### config.mk
export PLATFORM = sky130hd
export DESIGN_NAME = ap_sram_16
export DESIGN_NICKNAME = d
export VERILOG_FILES = /design/src/rtl/ap_sram_pkg.sv /design/src/rtl/ap_sram_16.sv
export SDC_FILE = /design/constraint.sdc
export NUM_CORES = 1
export LEC_CHECK = 0
export ABC_AREA = 0
export BUFFER_PORTS_ARGS = -buffer_cell sky130_fd_sc_hd__buf_2
export CAP_MARGIN = 40
export CORE_UTILIZATION = 42
export CTS_BUF_LIST = sky130_fd_sc_hd__clkbuf_4 sky130_fd_sc_hd__clkbuf_8
export DETAILED_ROUTE_END_ITERATION = 10
export PLACE_DENSITY = 0.88
export SYNTH_ARGS = -nofsm -noshare
export SYNTH_HDL_FRONTEND = slang
export SYNTH_SLANG_ARGS = --single-unit
### constraint.sdc
create_clock -name iCLK -period 1.5 [get_ports iCLK]
set_clock_uncertainty 0.2 [all_clocks]
set_input_delay 0.075 -clock iCLK [delete_from_list [all_inputs] [get_ports iCLK]]
set_output_delay 0.075 -clock iCLK [all_outputs]
set_load 0.05 [all_outputs]
### src/rtl/ap_sram_pkg.sv
// Shared types for the 16-bit async SRAM access port: controller states and wait-counter width.
package ap_sram_pkg;

  localparam int WAIT_W = 4;

  typedef enum logic [2:0] {
    IDLE     = 3'd0,
    RD       = 3'd1,
    WR_SETUP = 3'd2,
    WR_PULSE = 3'd3,
    WR_HOLD  = 3'd4,
    DONE     = 3'd5
  } state_t;

endpackage

### src/rtl/ap_sram_16.sv
// Single-access controller for a 16-bit asynchronous SRAM; every strobe is registered.
// Optional byte lanes (iMEM_BE) when AP_SRAM_BYTE_LANES_EN is defined, otherwise both lanes enabled.
module ap_sram_16
  import ap_sram_pkg::*;
#(
  parameter int ADDR_W  = 18,
  parameter int RD_WAIT = 2,
  parameter int WR_WAIT = 2
) (
  input  logic              iCLK,
  input  logic              iRESET,
  input  logic              iMEM_EN,
  input  logic              iMEM_RW,
  input  logic [31:0]       iMEM_ADDR,
  input  logic [15:0]       iMEM_WDATA,
`ifdef AP_SRAM_BYTE_LANES_EN
  input  logic [1:0]        iMEM_BE,
`endif
  output logic [15:0]       oMEM_RDATA,
  output logic              oMEM_RDY,
  output logic [ADDR_W-1:0] oSRAM_A,
  output logic [15:0]       oSRAM_D,
  output logic              oSRAM_D_OE,
  input  logic [15:0]       iSRAM_D,
  output logic              oSRAM_CE_N,
  output logic              oSRAM_OE_N,
  output logic              oSRAM_WE_N,
  output logic              oSRAM_LB_N,
  output logic              oSRAM_UB_N
);

  localparam logic [WAIT_W-1:0] RD_LOAD = WAIT_W'(RD_WAIT - 1);
  localparam logic [WAIT_W-1:0] WR_LOAD = WAIT_W'(WR_WAIT - 1);

  state_t              state_q, state_d;
  logic [WAIT_W-1:0]   cnt_q, cnt_d;
  logic [ADDR_W-1:0]   addr_q, addr_d;
  logic [15:0]         wdata_q, wdata_d;
  logic [15:0]         rdata_q, rdata_d;
  logic                rdy_q, rdy_d;
  logic                abort_q, abort_d;
  logic                ce_n_q, ce_n_d;
  logic                oe_n_q, oe_n_d;
  logic                we_n_q, we_n_d;
  logic                lb_n_q, lb_n_d;
  logic                ub_n_q, ub_n_d;
  logic                d_oe_q, d_oe_d;
  logic                access_d;
  logic                unused_addr_hi;
`ifdef AP_SRAM_BYTE_LANES_EN
  logic [1:0]          be_q, be_d;
`endif

  assign unused_addr_hi = ^iMEM_ADDR[31:ADDR_W];

  always_comb begin
    state_d = state_q;
    cnt_d   = cnt_q;
    addr_d  = addr_q;
    wdata_d = wdata_q;
    rdata_d = rdata_q;
    abort_d = abort_q;
    rdy_d   = 1'b0;
`ifdef AP_SRAM_BYTE_LANES_EN
    be_d    = be_q;
`endif

    case (state_q)
      IDLE: begin
        abort_d = 1'b0;
        if (iMEM_EN) begin
          addr_d  = iMEM_ADDR[ADDR_W-1:0];
          wdata_d = iMEM_WDATA;
`ifdef AP_SRAM_BYTE_LANES_EN
          be_d    = iMEM_BE;
`endif
          if (iMEM_RW) begin
            state_d = WR_SETUP;
          end else begin
            state_d = RD;
            cnt_d   = RD_LOAD;
          end
        end
      end
      RD: begin
        if (cnt_q == '0) begin
          rdata_d = iSRAM_D;
          state_d = DONE;
        end else begin
          cnt_d = cnt_q - 1'b1;
        end
      end
      WR_SETUP: begin
        state_d = WR_PULSE;
        cnt_d   = WR_LOAD;
      end
      WR_PULSE: begin
        if (cnt_q == '0) begin
          state_d = WR_HOLD;
        end else begin
          cnt_d = cnt_q - 1'b1;
        end
      end
      WR_HOLD: state_d = DONE;
      DONE: begin
        // An access abandoned mid-flight parks here silently until EN is seen low.
        if (!iMEM_EN) begin
          state_d = IDLE;
        end else begin
          rdy_d = !abort_q;
        end
      end
      default: state_d = IDLE;
    endcase

    if ((state_q inside {RD, WR_SETUP, WR_PULSE, WR_HOLD}) && !iMEM_EN) begin
      abort_d = 1'b1;
    end

    // Strobes are decoded from the next state so they line up with state_q.
    access_d = state_d inside {RD, WR_SETUP, WR_PULSE, WR_HOLD};
    ce_n_d   = !access_d;
    oe_n_d   = (state_d != RD);
    we_n_d   = (state_d != WR_PULSE);
    d_oe_d   = state_d inside {WR_SETUP, WR_PULSE, WR_HOLD};
`ifdef AP_SRAM_BYTE_LANES_EN
    lb_n_d   = !(access_d && be_d[0]);
    ub_n_d   = !(access_d && be_d[1]);
`else
    lb_n_d   = !access_d;
    ub_n_d   = !access_d;
`endif
  end

  always_ff @(posedge iCLK) begin
    if (iRESET) begin
      state_q <= IDLE;
      cnt_q   <= '0;
      addr_q  <= '0;
      wdata_q <= '0;
      rdata_q <= '0;
      rdy_q   <= 1'b0;
      abort_q <= 1'b0;
      ce_n_q  <= 1'b1;
      oe_n_q  <= 1'b1;
      we_n_q  <= 1'b1;
      lb_n_q  <= 1'b1;
      ub_n_q  <= 1'b1;
      d_oe_q  <= 1'b0;
`ifdef AP_SRAM_BYTE_LANES_EN
      be_q    <= '0;
`endif
    end else begin
      state_q <= state_d;
      cnt_q   <= cnt_d;
      addr_q  <= addr_d;
      wdata_q <= wdata_d;
      rdata_q <= rdata_d;
      rdy_q   <= rdy_d;
      abort_q <= abort_d;
      ce_n_q  <= ce_n_d;
      oe_n_q  <= oe_n_d;
      we_n_q  <= we_n_d;
      lb_n_q  <= lb_n_d;
      ub_n_q  <= ub_n_d;
      d_oe_q  <= d_oe_d;
`ifdef AP_SRAM_BYTE_LANES_EN
      be_q    <= be_d;
`endif
    end
  end

  assign oMEM_RDATA = rdata_q;
  assign oMEM_RDY   = rdy_q;
  assign oSRAM_A    = addr_q;
  assign oSRAM_D    = wdata_q;
  assign oSRAM_D_OE = d_oe_q;
  assign oSRAM_CE_N = ce_n_q;
  assign oSRAM_OE_N = oe_n_q;
  assign oSRAM_WE_N = we_n_q;
  assign oSRAM_LB_N = lb_n_q;
  assign oSRAM_UB_N = ub_n_q;

endmodule

==> results.json, run 1 <==
{
  "clkTransAtPathRegs_ns": 0.07,
  "cp_slowest_cell": "dfxtp_2",
  "crit_path_max_fanout": 7,
  "rows": 26,
  "setup_slack_ns": -0.177,
  "endpoint": "oMEM_RDATA[3]",
  "antenna_found_initial": 0,
  "cts.sinks": 63,
  "place_congestion": 0.819,
  "path_class": "reg2reg",
  "drt_wl_total_microns": 8320,
  "worstSetupStartpointType": "register",
  "endpoint_kind": "register",
  "maxSlewViolCount": 0,
  "status": "finished with violations",
  "area_growth_pct": 78.6,
  "dieArea_sq_um": 5930,
  "fmax_mhz": 596,
  "yosysWarnings": 0,
  "setup_tns_ns": -1.71,
  "drt_iter0_markers": 139,
  "via_per_inst": 5.10,
  "startpoint": "cnt_q[1]",
  "cpPeakStageDelay_ns": 0.33,
  "layout_commonest_cell": "buf_2",
  "ant_nets": 0,
  "grt_pass1_wl_microns": 12000,
  "ios": 125,
  "powerDensity_nw_per_um2": 1800,
  "min_from": "iMEM_EN",
  "reg2regPathDepth": 8,
  "synth.cell_area_sq_um": 2360,
  "cp.arrival_ns": 1.72,
  "layout-drive-gt1-share": 0.432,
  "finalNetCount": 539,
  "hold_path_class": "in2reg",
  "synth_cells": 286,
  "yosysSeqAreaShare": 0.533,
  "coreArea_sq_um": 5270,
  "relSlewSlack": 0.703,
  "num_vias": 2776,
  "clockRootBuffer": "clkbuf_8",
  "cp.required_ns": 1.55,
  "p_leak_nw": 1.88,
  "ir_drop_mv": 1.14,
  "clock_latency_ns": 0.32,
  "place.detailed.hpwl_microns": 4180,
  "period_share": 1.12,
  "grt_max_degree": 35,
  "drc_errors": 0,
  "track_usage": 0.261,
  "period_needed_ns": 1.68,
  "n_antenna_cell": 0,
  "synth-seq-cells": 63,
  "grt_pass1_vias": 2566,
  "initial_core_util": 0.449,
  "layout_common_cells": "buf_2, nand2_1, dfxtp_1",
  "portBuffers": 110,
  "netlist-cell-type-count": 34,
  "cp_num_cells": 8,
  "h-tree-depth": 3,
  "post_drt_wl_per_cell_microns": 15.3,
  "r2r-end": "oMEM_RDATA[3]",
  "gr-total-overflow": 0,
  "rrSetupSlack_ns": -0.18,
  "hold_viol": 0,
  "tritoncts": "yes",
  "rsz0062_at_grt": "true",
  "synth.avg_cell_area_sq_um": 8.27,
  "fill_cells": 336,
  "clockBufferDepth": 2,
  "path_buf_inv": 3,
  "path_cells": "inv_2, ha_4, nand4bb_4, nor3_4, buf_4, clkbuf_16, nand2_1, a21oi_1",
  "die_w_microns": 77.0,
  "setup_violations": 22,
  "total_power_mw": 7.59,
  "reg2reg_from": "cnt_q[1]",
  "die_h_microns": 77.0,
  "crit_family": "simple AND/OR/NAND/NOR gates",
  "synth.net_count": 355,
  "cts-buffers-inserted": 9,
  "worst_slew_pin_slew_ns": 0.446,
  "maxCapViolations": 0,
  "violations": "negative setup slack",
  "drt-pass1-iter-count": 4
}
[where the power goes]
group	total [mW]	internal [mW]	switching [mW]
clock network	1.59	0.985	0.603
registers	2.24	2.01	0.224
logic	3.76	1.44	2.32
[sequential cells by signal, indices dropped and copies added, names as in the netlist, 3 cells and up]
register	cells
cnt_q	4
oMEM_RDATA	16
state_q	3
oSRAM_D	16
oSRAM_A	18
[worst min-delay path by stage]
| stage | end | slack, ns | depth (start not counted) |
|---|---|---|---|
| CTS | oSRAM_D_OE | 0.02 | 3 |
| global placement | oSRAM_D[11] | 0.12 | 3 |
| global route | oSRAM_D_OE | 0.05 | 3 |
| floorplan | oSRAM_A[0] | 0.01 | 2 |
| finish | oSRAM_D_OE | 0.05 | 3 |
| detailed placement | oSRAM_D[4] | 0.12 | 3 |
[metrics by stage]
stage                     hold WS, ns  cell area (sq um)  std cells  setup slack (ns)  utilization
final                          0.0495               4220        544            -0.177        0.802
after global routing           0.0508               4220        544            -0.273        0.802
after CTS                      0.0156               3890        534            -0.118        0.738
after detailed placement        0.123               3120        466            -0.145        0.591
after global placement          0.116               3120        466           -0.0632        0.591
after floorplan                0.0110               2400        286           -0.0317            -
[per-layer routing]
metal  share of wire  wire [microns]  vias up  track usage
li1                -               -     1307            -
met1            0.37            3100     1313        0.275
met4           0.027             227        0        0.104
met2            0.54            4530      130        0.491
met3           0.055             461       26       0.0643
met5               0               0        -            0
[cells in the mapped netlist]
| cell type | number | area, sq um |
|---|---|---|
| a2111oi_0 | 1 | 8.76 |
| a2111oi_2 | 1 | 15.0 |
| a2111oi_4 | 1 | 27.5 |
| a211oi_1 | 3 | 22.5 |
| a21oi_1 | 55 | 275 |
| a31o_1 | 1 | 8.76 |
| and3_1 | 2 | 12.5 |
| and4bb_2 | 1 | 12.5 |
| buf_2 | 6 | 30.0 |
| buf_4 | 4 | 30.0 |
| buf_6 | 1 | 11.3 |
| clkbuf_1 | 9 | 33.8 |
| dfxtp_1 | 63 | 1260 |
| ha_1 | 1 | 12.5 |
| inv_1 | 4 | 15.0 |
| inv_2 | 2 | 7.51 |
| mux2i_1 | 1 | 10.0 |
| nand2_1 | 101 | 379 |
| nand2_2 | 1 | 6.26 |
| nand2b_1 | 2 | 12.5 |
| nand3_1 | 3 | 15.0 |
| nand4bb_2 | 1 | 16.3 |
| nor2_1 | 7 | 26.3 |
| nor2_2 | 1 | 6.26 |
| nor3_1 | 2 | 10.0 |
| nor3_4 | 1 | 16.3 |
| o21a_1 | 1 | 7.51 |
| o21ai_0 | 1 | 5.00 |
| o21ai_1 | 2 | 10.0 |
| o32ai_1 | 1 | 8.76 |
| or2b_1 | 1 | 7.51 |
| or3_4 | 1 | 11.3 |
| or4_1 | 2 | 15.0 |
| xnor2_1 | 2 | 17.5 |
[worst register-to-register path: stages, from the launching register on]
cell,delay (ns)
dfxtp_2,0.33
inv_2,0.06
ha_4,0.15
nand4bb_4,0.15
nor3_4,0.17
buf_4,0.15
clkbuf_16,0.14
nand2_1,0.07
a21oi_1,0.18
[area by class of cell]
cell class	instances	area, sq um	area share
clock buffer	11	145	0.0344
sequential	63	1270	0.300
multi-input combinational	198	1220	0.290
inverter	6	22.5	0.00533
clock inverter	4	70.1	0.0166
timing repair buffer	192	1410	0.333
tap	70	87.6	0.0207
[timing repair]
action                                  CTS  global route
gates resized for setup                   6            54
endpoints found under the setup margin   25            58
setup buffers                             0             7
cloned                                    0             3
hold buffers                             53             0
pin swaps                                 3            23
endpoints found under the hold margin    56             0
[kinds of logic (layout without fill, tap and decap cells)]
group	after synthesis	in the layout	share of synthesized area
AO/OA/AOI/OAI	67	67	0.165
XOR/XNOR	2	2	0.00741
adder cells (fa/ha/maj)	1	1	0.00529
buffers and inverters	26	213	0.0540
flip-flops	63	63	0.533
multiplexers	1	1	0.00423
AND/OR/NAND/NOR	126	127	0.231
No activity file was read; power rests on OpenSTA's default activity.
==> run 2: changes to the inputs <==
- PLACE_DENSITY: 0.88 -> 0.77
==> results.json, run 2 (synthesized netlist as in run 1, its figures left out) <==
{
  "status": "finished with violations",
  "violations": "negative setup slack",
  "rows": 26,
  "ios": 125,
  "min_from": "iMEM_EN",
  "endpoint_kind": "register",
  "fill_cells": 361,
  "met2_length_microns": 4140,
  "maxSlewViolCount": 0,
  "whs_ns": 0.0315,
  "grt_max_degree": 40,
  "clock_latency_ns": 0.33,
  "setup_tns_ns": -0.795,
  "crit_path_max_fanout": 6,
  "power_frac_seq": 0.317,
  "period_needed_ns": 1.57,
  "grt_pass1_vias": 2607,
  "coreArea_sq_um": 5270,
  "p_leak_nw": 1.79,
  "gr-total-overflow": 0,
  "top_layer": "met4",
  "drt_wl_total_microns": 7840,
  "drt_iter0_markers": 87,
  "swShare": 0.432,
  "p_int_mw": 4.00,
  "antenna_found_initial": 0,
  "maxCapViolations": 0,
  "cts.sinks": 63,
  "r2r-end": "cnt_q[0]",
  "portBuffers": 110,
  "reg2reg_from": "cnt_q[1]",
  "wl_met3_microns": 431,
  "dieArea_sq_um": 5930,
  "clkTransAtPathRegs_ns": 0.07,
  "track_usage": 0.265,
  "drc_errors": 0,
  "cp.arrival_ns": 1.63,
  "cpPeakStageDelay_ns": 0.34,
  "hold_end": "oSRAM_D_OE",
  "pre_cts_slack_ns": -0.117,
  "layout_commonest_cell": "buf_2",
  "place.detailed.hpwl_microns": 4330,
  "cp_slowest_cell": "dfxtp_2",
  "cts-buffers-inserted": 9,
  "h-tree-depth": 3,
  "die_w_microns": 77.0,
  "hold_viol": 0,
  "clockRootBuffer": "clkbuf_8",
  "powerDensity_nw_per_um2": 1740,
  "tritoncts": "yes",
  "fmax_mhz": 639,
  "cp.required_ns": 1.57,
  "grt_pass1_wl_microns": 12300,
  "hold_path_class": "in2reg",
  "clockBufferDepth": 2,
  "pwr-share-comb": 0.488,
  "area_growth_pct": 70.7,
  "wl_met1_microns": 3190,
  "setup_slack_ns": -0.0651,
  "worstSetupStartpointType": "register",
  "relSlewSlack": 0.705,
  "clkPwrFrac": 0.194,
  "place_congestion": 0.824,
  "n_antenna_cell": 0,
  "layout_common_cells": "buf_2, nand2_1, dfxtp_1",
  "via_per_inst": 4.90,
  "rrSetupSlack_ns": -0.07,
  "largest_register_ffs": 18,
  "hold_depth": 3,
  "reg2regPathDepth": 6,
  "period_share": 1.04,
  "finalNetCount": 531,
  "num_vias": 2633,
  "initial_core_util": 0.449,
  "path_class": "reg2reg",
  "multi_input_area_sq_um": 1140,
  "worst_slew_pin_slew_ns": 0.443,
  "post_drt_wl_per_cell_microns": 14.6,
  "power_switching_mw": 3.04,
  "ir_drop_mv": 0.980,
  "layout-drive-gt1-share": 0.415,
  "ant_nets": 0,
  "setup_violations": 22,
  "drt-pass1-iter-count": 4,
  "rsz0062_at_grt": "true",
  "postCtsSetupBuffers": 0,
  "seq_area_sq_um": 1270,
  "path_cells": "inv_2, ha_4, and4bb_4, a211oi_4, mux2i_1, nor2_1",
  "die_h_microns": 77.0
}
## run 2: how the worst max path moves through the flow
stage	from	endpoint	slack (ns)	depth (start not counted)
final	cnt_q[1]	cnt_q[0]	-0.07	6
after global routing	cnt_q[1]	oMEM_RDATA[7]	-0.14	7
after CTS	cnt_q[2]	cnt_q[3]	-0.07	4
after detailed placement	cnt_q[1]	oMEM_RDATA[8]	-0.12	6
after global placement	cnt_q[1]	oMEM_RDATA[6]	-0.07	6
after floorplan	cnt_q[0]	oMEM_RDATA[0]	-0.03	7
## run 2: layout make-up
cell class | count | area share
clock buffers | 13 | 0.0412
clock inverters | 3 | 0.00434
inverters | 6 | 0.00558
multi-input cells | 197 | 0.283
flip-flops and latches | 63 | 0.315
well taps | 70 | 0.0217
repair buffers | 185 | 0.329
## run 2: critical path: cells and delay by family (launching register included)
| family | cells | cell delay [ns] |
|---|---|---|
| and+or+nand+nor | 2 | 0.36 |
| DFF | 1 | 0.34 |
| AOI/OAI and AO/OA | 1 | 0.27 |
| adders and majority gates | 1 | 0.17 |
| muxes | 1 | 0.11 |
| buffers and inverters | 1 | 0.05 |
## run 2: what timing repair did
item	4_1_cts	5_1_grt
hold buffers	53	0
gates resized for setup	27	22
endpoints found under the hold margin	58	0
pin swaps	17	7
cloned	0	2
endpoints found under the setup margin	57	57
## run 2: power by group through the flow
stage	sequential [mW]	combinational [mW]	clock (mW)
after floorplan	3.11	1.26	0
after global placement	2.22	2.86	0
after detailed placement	2.24	2.91	0
after CTS	2.21	3.23	1.39
after global routing	2.26	3.64	1.48
final	2.23	3.43	1.37
## run 2: layer usage
layer | GRT usage | vias to the layer above
met5 | 0 | -
met4 | 0.104 | 0
li1 | - | 1299
met1 | 0.295 | 1243
met2 | 0.490 | 82
met3 | 0.0512 | 9
## run 2: stage by stage
stage | power [mW] | util | area (sq um) | std cells
6_report | 7.03 | 0.766 | 4040 | 537
3_5_place_dp | 5.15 | 0.591 | 3120 | 466
2_1_floorplan | 4.37 | - | 2400 | 286
3_3_place_gp | 5.08 | 0.591 | 3120 | 466
5_1_grt | 7.38 | 0.766 | 4040 | 537
4_1_cts | 6.83 | 0.746 | 3930 | 535
